==> src/rtl/schem_stim_seq.sv <==
// schem_stim_seq: steps a 4-bit stimulus through all vectors, settles, and checks an AND-OR datapath
module schem_stim_seq #(
  parameter int HOLD_W = 4
) (
  input  logic              clk,
  input  logic              rst,
  input  logic              start,
  input  logic              abort,
  input  logic [HOLD_W-1:0] hold_cycles,
  input  logic              dut_out,
  output logic [3:0]        dut_in,
  output logic              busy,
  output logic              done,
  output logic [4:0]        err_count,
  output logic              fail_valid,
  output logic [3:0]        first_fail
);
  typedef enum logic [1:0] {IDLE, SETTLE, CHECK, DONE} state_t;
  state_t state_q, state_d;
  logic [HOLD_W-1:0] h_q, h_d, cnt_q, cnt_d, hold_eff;
  logic [3:0] vec_q, vec_d, ff_q, ff_d;
  logic [4:0] err_q, err_d;
  logic fv_q, fv_d, exp_v, mis;
  assign hold_eff = hold_cycles == '0 ? HOLD_W'(1) : hold_cycles;
  assign exp_v = (vec_q[0] & vec_q[1]) | (vec_q[2] & vec_q[3]);
  assign mis = dut_out != exp_v;
  // state register; reset abandons any run immediately
  always_ff @(posedge clk or posedge rst) begin
    if (rst) state_q <= IDLE;
    else state_q <= state_d;
  end
  // next state: abort only matters while a run is active, start only in IDLE
  always_comb begin
    state_d = state_q;
    case (state_q)
      IDLE:   state_d = start ? SETTLE : IDLE;
      SETTLE: state_d = abort ? IDLE : cnt_q == HOLD_W'(1) ? CHECK : SETTLE;
      CHECK:  state_d = abort ? IDLE : vec_q == 4'hf ? DONE : SETTLE;
      DONE:   state_d = IDLE;
      default: state_d = IDLE;
    endcase
  end
  // status outputs decoded from state
  always_comb begin
    busy = state_q == SETTLE || state_q == CHECK;
    done = state_q == DONE;
  end
  // datapath next values: hold count, vector stepping, and mismatch bookkeeping
  always_comb begin
    h_d = h_q;
    cnt_d = cnt_q;
    vec_d = vec_q;
    err_d = err_q;
    fv_d = fv_q;
    ff_d = ff_q;
    case (state_q)
      IDLE: if (start) begin
        h_d = hold_eff;
        cnt_d = hold_eff;
        vec_d = '0;
        err_d = '0;
        fv_d = 1'b0;
        ff_d = '0;
      end
      SETTLE: begin
        vec_d = abort ? 4'd0 : vec_q;
        cnt_d = abort ? cnt_q : cnt_q - HOLD_W'(1);
      end
      CHECK: if (abort) vec_d = '0;
      else begin
        err_d = mis ? err_q + 5'd1 : err_q;
        fv_d = fv_q | mis;
        ff_d = mis && !fv_q ? vec_q : ff_q;
        vec_d = vec_q == 4'hf ? vec_q : vec_q + 4'd1;
        cnt_d = vec_q == 4'hf ? cnt_q : h_q;
      end
      DONE: vec_d = '0;
      default: vec_d = '0;
    endcase
  end
  // datapath registers; results survive abort and idle until the next accepted start
  always_ff @(posedge clk or posedge rst) begin
    if (rst) begin
      h_q <= '0;
      cnt_q <= '0;
      vec_q <= '0;
      err_q <= '0;
      fv_q <= 1'b0;
      ff_q <= '0;
    end else begin
      h_q <= h_d;
      cnt_q <= cnt_d;
      vec_q <= vec_d;
      err_q <= err_d;
      fv_q <= fv_d;
      ff_q <= ff_d;
    end
  end
  assign dut_in = vec_q;
  assign err_count = err_q;
  assign fail_valid = fv_q;
  assign first_fail = ff_q;
endmodule

==> config.mk <==
export PLATFORM = sky130hd
export DESIGN_NAME = schem_stim_seq
export DESIGN_NICKNAME = d
export VERILOG_FILES = /design/src/rtl/schem_stim_seq.sv
export SDC_FILE = /design/constraint.sdc
export NUM_CORES = 1
export LEC_CHECK = 0
export ABC_AREA = 1
export CAP_MARGIN = 20
export CORE_MARGIN = 2
export CORE_UTILIZATION = 55
export CTS_BUF_LIST = sky130_fd_sc_hd__clkbuf_2
export CTS_CLUSTER_SIZE = 28
export DETAILED_ROUTE_END_ITERATION = 8
export PLACE_DENSITY = 0.86
export SYNTH_ARGS = -nofsm -noshare
export SYNTH_HDL_FRONTEND = slang
export SYNTH_SLANG_ARGS = --single-unit
==> constraint.sdc <==
create_clock -name clk -period 2.8 [get_ports clk]
set_input_delay 0.56 -clock clk [delete_from_list [all_inputs] [get_ports clk]]
set_output_delay 0.56 -clock clk [all_outputs]
set_load 0.05 [all_outputs]
Yosys cells after proc, flatten, opt, wreduce, memory -nomap -nowiden
Cells that the tools add are included.
Widths: inputs -> output; s select.

operators by class
  add/subtract/negate cells = 3
  $mul = 0
  div/mod/pow operators = 0
  order comparisons = 0
  eq/ne operators = 14
  shift operators = 0
  muxes and demuxes = 27
  bitwise operators = 4
  reductions and logical operators = 13

operators with widths
  operator             number
  $mux 4               11
  $pmux 4 s4           1
  $mux 5               3
  $ne 2x2->1 const B   6
  $pmux 4 s3           1
  $pmux 5 s2           1
  $mux 2               4
  $pmux 2 s4           1
  $pmux 4 s2           1
  $reduce_and 4->1     2
  $reduce_and 3->1     2
  $add 5x1->5 const B  1
  $reduce_and 5->1     1
  $add 4x1->4 const B  1
  $eq 2x2->1 const B   2
  $eq 4x1->1 const B   1
  $eq 4x4->1 const B   1
  $logic_not 4->1      1
  $sub 4x1->4 const B  1
  $mux 1               3
  $ne 3x3->1 const B   1
  $reduce_bool 3->1    1
  $and 1x1->1          2
  $eq 2x1->1 const B   1
  other kinds (10)     11

word-level totals
  register bits = 24
  latch bits = 0
  memory bits (writable) = 0
  ROM bits = 0
  input bits = 9
  memories kept = 0

Logic depth before layout (Yosys ltp)
Gate-level depths: netlist of run 1.

  word-level depth = 7
  depth in mapped cells = 10
  depth with buffers taken out = 10

Least setup slack after synthesis of run 1
Ideal clock, no wire load.

  path kind = flip-flop to flip-flop
  start = reg vec_q[1], in the netlist dut_in[1]
  end = reg err_q[2], in the netlist err_count[2]
  arrival = 1,526 ps
  slack = 1,156 ps
  stages on the path, launching flop included = 9
  path through = dfrtp_1 ha_1 inv_1 nand3_1 nand2_4 nor2_8 nor2_4 nand2_1 nand2_1

on the way
  word-level cells in the longest chain between the ends = 5

RTL lines
  element                            RTL line  text
  from (decl)                        21        logic [3:0] vec_q, vec_d, ff_q, ff_d;
  from (signal assigned)             93        vec_q <= vec_d;
  $and 1x1->1                        25        assign exp_v = (vec_q[0] & vec_q[1]) | (vec_q[2] & vec_q[3]);
  $or 1x1->1                         25
  $ne 1x1->1                         26        assign mis = dut_out != exp_v;
  $ne 2x2->1 (no source line)        -
  $reduce_and 4->1 (no source line)  -
  to (signal assigned)               94        err_q <= err_d;
  to (decl)                          22        logic [4:0] err_q, err_d;

No other way between the ends.
A chain may end at the register's enable or synchronous reset.

Final worst setup path of run 1
  start = reg state_q[0]
  end = out busy

on the way
  word-level cells in the longest chain between the ends = 2
  elaborated cells between the ends (all ways) = 3

RTL lines
  element                                   RTL line  text
  from (decl)                               19        state_t state_q, state_d;
  from (signal assigned)                    30        else state_q <= state_d;
  $eq 2x1->1 or $eq 2x2->1 (tied branches)  45        busy = state_q == SETTLE || state_q == CHECK;
  $logic_or 1x1->1 *                        45
  to (decl)                                 12        output logic busy,

Mark *: on every way between the ends. The rest lies on a longest branch, timed or not.

==> flow_summary_export.csv, run 1 <==
group,metric,value,unit
power,cellPowerDensity,523.0,nW/um^2
global_routing,grt_max_degree,25,
final_layout,fillers,210,
timing,fin_skew,0.001004,ns
power,peakVddDrop,0.5670,mV
cts,cts-hold-fix-buffers,0,
logic_synthesis,mappedNetlistArea,1508,sq um
timing,hold_viol,0,
setup_path,cp_top_family,"buffers and inverters",
cts,htreeDepth,1,
hold_path,min_path_type,"flip-flop to flip-flop",
setup_path,required,2.24,ns
setup_path,crit_chain,"inv_1 -> ha_1 -> clkdlybuf4s50_1",
placement,post-dp-hpwl,2476,um
logic_synthesis,synthTopCellsByArea,"dfrtp_1 (40%), nand2_1 (12%), ha_1 (7.5%)",
setup_path,cp.arrival,2.14,ns
global_routing,antenna_found_initial,0,
timing,tns,0,ns
floorplan,die_w,56.36,um
drt,drc,0,
final_layout,areaGrowthSynthToFinish,20.58,%
timing,worstMarginPinSlew,0.9168,ns
final_layout,fin_nets,234,
placement,placed_cells,241,
logic_synthesis,yosys_register_bits,24,
setup_path,slowest_delay,0.84,ns
cts,cts_tree,"done",
drt,ant_nets,0,
timing,slew_headroom,38.81,%
floorplan,io_pins,25,
final_layout,drive_gt1_share,11.16,%
logic_synthesis,synth_cell_types,23,
floorplan,initial_core_util,59.24,%
timing,maxSlewViolCount,0,
cts,clkLatencyLatePin,0.35,ns
job,cap_violations,0,
floorplan,die_y,56.36,um
setup_path,crit_path_end_kind,"output port",
status,status,"complete, no violations",
final_layout,n_antenna_cell,0,
logic_synthesis,yosysWarningCount,0,
logic_synthesis,syn_area_per_cell,7.977,sq um
logic_synthesis,syn-num-nets,207,
final_layout,final_core_utilization,71.44,%
setup_path,critPathBufInv,2,
final_layout,multi_input_area,797.0,sq um
power,p_leak,0.9404,nW
drt,drtIter0Drc,60,
setup_path,worst-setup-path-type,"flip-flop to output port",
setup_path,cp_slowest_cell,"clkdlybuf4s50_1",
placement,place_ws,0.5208,ns
global_routing,overflow,0,
placement,port_buffers,24,
placement,gp_congestion,0.8744,
cts,cts.repair.resized,0,
drt,vias,1344,
floorplan,dieArea,3176,sq um
global_routing,grt_pass1_wl,5485,um
cts,clockBufferDepth,2,
cts,cts_buffers,3,
logic_synthesis,syn_inst,189,
final_layout,area.sequential,600.6,sq um
logic_synthesis,ys_seq_area_share,39.83,%
drt,drt_pre_antenna_iters,4,
timing,fin_crit_sh,96.42,%
logic_synthesis,yosys.area.top_type,"dfrtp_1",
timing,rsz0062_at_grt,"false",
timing,max_freq,370.4,MHz
drt,via_per_inst,5.486,
timing,fin_crit,2.700,ns
cts,root_buffer,"clkbuf_2",
cts,post_cts_buffers,0,
global_routing,grt_pass1_vias,1321,
timing,setup_slack,0.1003,ns
global_routing,track_usage,21.61,%
cts,clk_pin_slew,0.24,ns
logic_synthesis,yosys.area.top_type_share,39.83,%
final_layout,fin_cells,245,
floorplan,row_count,18,
cts,cts_sinks,24,
setup_path,startpoint_type,"flip-flop",
setup_path,cp_max_fo,7,
drt,routedWlPerCell,13.02,um
timing,setup_viol,0,
drt,totalWireLength,3190,um
floorplan,coreArea,2545,sq um
[final cells by class]
cell class	count	area share, %
multi-input cells	137	43.84
flip-flops and latches	24	33.04
repair buffers	24	13.21
inverters	26	5.368
well taps	30	2.065
clock inverters	1	1.652
clock buffers	3	0.8259
[registers in the layout, summed over array words and instances, names as in the netlist]
signal,cells
cnt_q,4
dut_in,4
err_count,5
fail_valid,1
first_fail,4
h_q,4
state_q,2
[power breakdown]
group | internal, mW | total [mW] | switching (mW) | leakage, nW
Sequential | 0.389 | 0.421 | 0.0322 | 0.317
Combinational | 0.104 | 0.293 | 0.190 | 0.597
Clock | 0.123 | 0.236 | 0.113 | 0.0266
[path summary, 6_finish.rpt]
path                       startpoint           end  slack, ns  cells after the start
setup / recovery           state_q[0]          busy       0.10                      3
hold / removal               cnt_q[1]      cnt_q[1]       0.53                      2
setup reg to reg           state_q[0]  err_count[2]       0.80                      9
hold reg to reg              cnt_q[1]      cnt_q[1]       0.53                      2
max in group asynchronous         rst    fail_valid       1.59                      2
min in group asynchronous         rst  err_count[4]       0.66                      2
[cells by family after synthesis]
kind of cell               after synthesis  synth area share (%)
AOI/OAI and AO/OA                       22                 8.133
muxes                                    2                 1.494
xor gates and xnor gates                 4                 2.323
adders and majority gates                9                 7.469
buffers and inverters                   28                 7.303
and+or+nand+nor                        100                 33.44
DFF                                     24                 39.83
[layout by cell type (no fill, tap or decap)]
cell type         n
clkbuf_2          3
a21oi_1           6
o211ai_1          1
nand3_1          22
inv_2             2
xor2_1            4
bufinv_16         1
o21bai_1          1
clkdlybuf4s50_1  24
dfrtp_1          24
nor2_1            9
nand2_2           5
nand2_4           4
nor2_2            1
ha_1              9
o21ai_0           9
nand4_1           7
inv_1            24
mux2_2            2
nor2_8            1
nor2_4            3
nand2_1          48
a21oi_2           2
o21ai_1           3
[worst reg2reg max path, cell delays in order (launching register included)]
cell and delay (ns):
dfrtp_1 0.47, inv_1 0.10, ha_1 0.59, nand2_1 0.20, nand2_1 0.14, nand2_2 0.09, nor2_8 0.16, nor2_4 0.06
nand2_1 0.05, nand2_1 0.06
[synthesized netlist by cell type (all sizes together)]
library cell,instances
a21oi,8
buf,2
dfrtp,24
ha,9
inv,26
mux2,2
nand2,57
nand3,22
nand4,7
nor2,14
o211ai,1
o21ai,12
o21bai,1
xor2,4
[stage by stage]
stage	power (mW)	hold WS (ns)	area, sq um
floorplan	0.6391	0.4529	1508
global placement	0.7001	0.4719	1773
detailed placement	0.7165	0.4840	1773
CTS	0.9513	0.5325	1818
global route	1.007	0.5692	1818
finish	0.9507	0.5276	1818
[metal layers]
metal	global-route usage [%]	part of all wire, %	vias up
met3	2.995	4.9	4
met1	25.44	43	630
met4	8.844	0.78	0
met2	39.16	51	44
li1	-	-	666
met5	0	0	-
Power figures use the tool's default switching activity.
==> run 2, diff against run 1 <==
--- a/config.mk
+++ b/config.mk
@@ -6,6 +6,7 @@
 export NUM_CORES = 1
 export LEC_CHECK = 0
 export ABC_AREA = 1
+export ABC_CLOCK_PERIOD_IN_PS = 2800
 export CAP_MARGIN = 20
 export CORE_MARGIN = 2
 export CORE_UTILIZATION = 55
==> results of run 2 <==
Final layout, timing and power as in run 1 (identical DEF).
==> run 3, diff against run 2 <==
--- a/config.mk
+++ b/config.mk
@@ -13,7 +13,8 @@
 export CTS_BUF_LIST = sky130_fd_sc_hd__clkbuf_2
 export CTS_CLUSTER_SIZE = 28
 export DETAILED_ROUTE_END_ITERATION = 8
-export PLACE_DENSITY = 0.86
+export DONT_BUFFER_PORTS = 1
+export PLACE_DENSITY = 0.7
 export SYNTH_ARGS = -nofsm -noshare
 export SYNTH_HDL_FRONTEND = slang
 export SYNTH_SLANG_ARGS = --single-unit
==> flow_summary_export.csv, run 3 (synthesis gave the netlist of run 1 again) <==
group,metric,value,unit
cts,cts.repair.resized,0,
setup_path,critPathBufInv,1,
setup_path,crit_chain,"inv_1 -> ha_1",
timing,hold_viol,0,
setup_path,cp_top_family,"adder cells",
final_layout,areaGrowthSynthToFinish,6.141,%
setup_path,cp_max_fo,7,
setup_path,slowest_delay,0.70,ns
timing,max_freq,466.4,MHz
power,cellPowerDensity,574.6,nW/um^2
timing,setup_viol,0,
final_layout,area.sequential,600.6,sq um
final_layout,drive_gt1_share,13.92,%
drt,via_per_inst,5.563,
placement,port_buffers,0,
final_layout,largest_reg_flops,5,
status,status,"complete, no violations",
timing,worstMarginPinSlew,0.9010,ns
setup_path,startpoint_type,"flip-flop",
timing,fin_skew,0.004338,ns
floorplan,die_w,56.36,um
timing,fin_crit_sh,76.57,%
setup_path,worst-setup-path-type,"flip-flop to output port",
power,power.total,0.9195,mW
global_routing,grt_max_degree,25,
setup_path,cp_slowest_cell,"ha_1",
cts,clockBufferDepth,2,
cts,clkLatencyLatePin,0.34,ns
global_routing,grt_pass1_vias,1203,
floorplan,die_y,56.36,um
job,cap_violations,0,
placement,gp_congestion,0.8855,
drt,ant_nets,0,
cts,cts_buffers,3,
global_routing,overflow,0,
setup_path,worst-path-stages,2,
timing,hold-worst-slack,0.2586,ns
setup_path,crit_path_end_kind,"output port",
setup_path,cp.arrival,1.58,ns
floorplan,dieArea,3176,sq um
cts,cts_tree,"done",
cts,htreeDepth,1,
final_layout,final_cell_mix,"nand2_1 (48), inv_1 (24), dfrtp_1 (24)",
setup_path,r2r_cells,8,
floorplan,row_count,18,
final_layout,n_antenna_cell,0,
hold_path,min_path_type,"input port to async pin",
global_routing,antenna_found_initial,0,
setup_path,crit_path_start,"state_q[1]",
final_layout,fillers,226,
setup_path,endpoint,"busy",
drt,totalWireLength,2965,um
floorplan,io_pins,25,
power,peakVddDrop,0.3701,mV
timing,maxSlewViolCount,0,
cts,cts_sinks,24,
floorplan,initial_core_util,59.24,%
timing,fin_crit,2.144,ns
cts,post_cts_buffers,0,
final_layout,final_common_cell,"nand2_1",
setup_path,r2r-end,"err_count[2]",
cts,root_buffer,"clkbuf_2",
cts,clk_pin_slew,0.23,ns
drt,routedWlPerCell,13.24,um
setup_path,required,2.24,ns
drt,drt_pre_antenna_iters,4,
drt,vias,1246,
final_layout,fin_nets,213,
placement,post-dp-hpwl,2275,um
global_routing,track_usage,19.71,%
timing,tns,0,ns
setup_path,timing.rr.start,"state_q[0]",
cts,cts-hold-fix-buffers,0,
timing,slew_headroom,39.87,%
drt,drtIter0Drc,72,
final_layout,multi_input_area,797.0,sq um
drt,drc,0,
global_routing,grt_pass1_wl,5037,um
power,p_leak,0.8706,nW
floorplan,coreArea,2545,sq um
setup_path,reg2reg_slack,0.86,ns
timing,rsz0062_at_grt,"false",
==> run 3: worst register-to-register path: cells and delay by family, from the launching register on <==
family	cells	cell delay [ns]
adder cells (fa/ha/maj)	1	0.58
AND/OR/NAND/NOR	5	0.57
flip-flops	1	0.47
AO/OA/AOI/OAI	1	0.19
buffers and inverters	1	0.10
==> run 3: final cells by class <==
class                      instances  share of cell area [%]
clock buffer                       3                  0.9382
clock inverter                     1                   1.876
multi-input combinational        137                   49.80
timing repair buffer               3                   1.407
inverter                          26                   6.099
tap                               30                   2.346
sequential                        24                   37.53
==> run 3: per-layer routing <==
layer	GRT usage [%]	share of wire [%]
met1	25.22	44
met2	32.10	49
met3	4.378	6.1
met4	8.163	0.88
met5	0	0
==> run 3: per-stage QoR <==
| step | worst slack [ns] | area [sq um] | cells | utilization, % |
|---|---|---|---|---|
| 2_1_floorplan | 1.156 | 1508 | 189 | - |
| 5_1_grt | 0.5706 | 1600 | 224 | 62.88 |
| 6_report | 0.6561 | 1600 | 224 | 62.88 |
| 3_5_place_dp | 0.9099 | 1555 | 220 | 61.11 |
| 4_1_cts | 0.6415 | 1600 | 224 | 62.88 |
| 3_3_place_gp | 0.9681 | 1555 | 220 | 61.11 |
==> run 3: power breakdown <==
group	total, mW	internal (mW)	switching (mW)
Combinational	0.256	0.0850	0.171
Clock	0.231	0.123	0.108
Sequential	0.433	0.389	0.0443
Total	0.920	0.597	0.323
==> run 3: worst min path at each step <==
stage,from,slack [ns],to,cells after the start
4_1_cts,rst,0.28,err_count[4],1
6_report,rst,0.26,err_count[4],1
3_5_place_dp,h_q[3],0.48,h_q[3],2
2_1_floorplan,h_q[1],0.45,h_q[1],2
5_1_grt,rst,0.32,h_q[0],1
3_3_place_gp,h_q[1],0.48,h_q[1],2
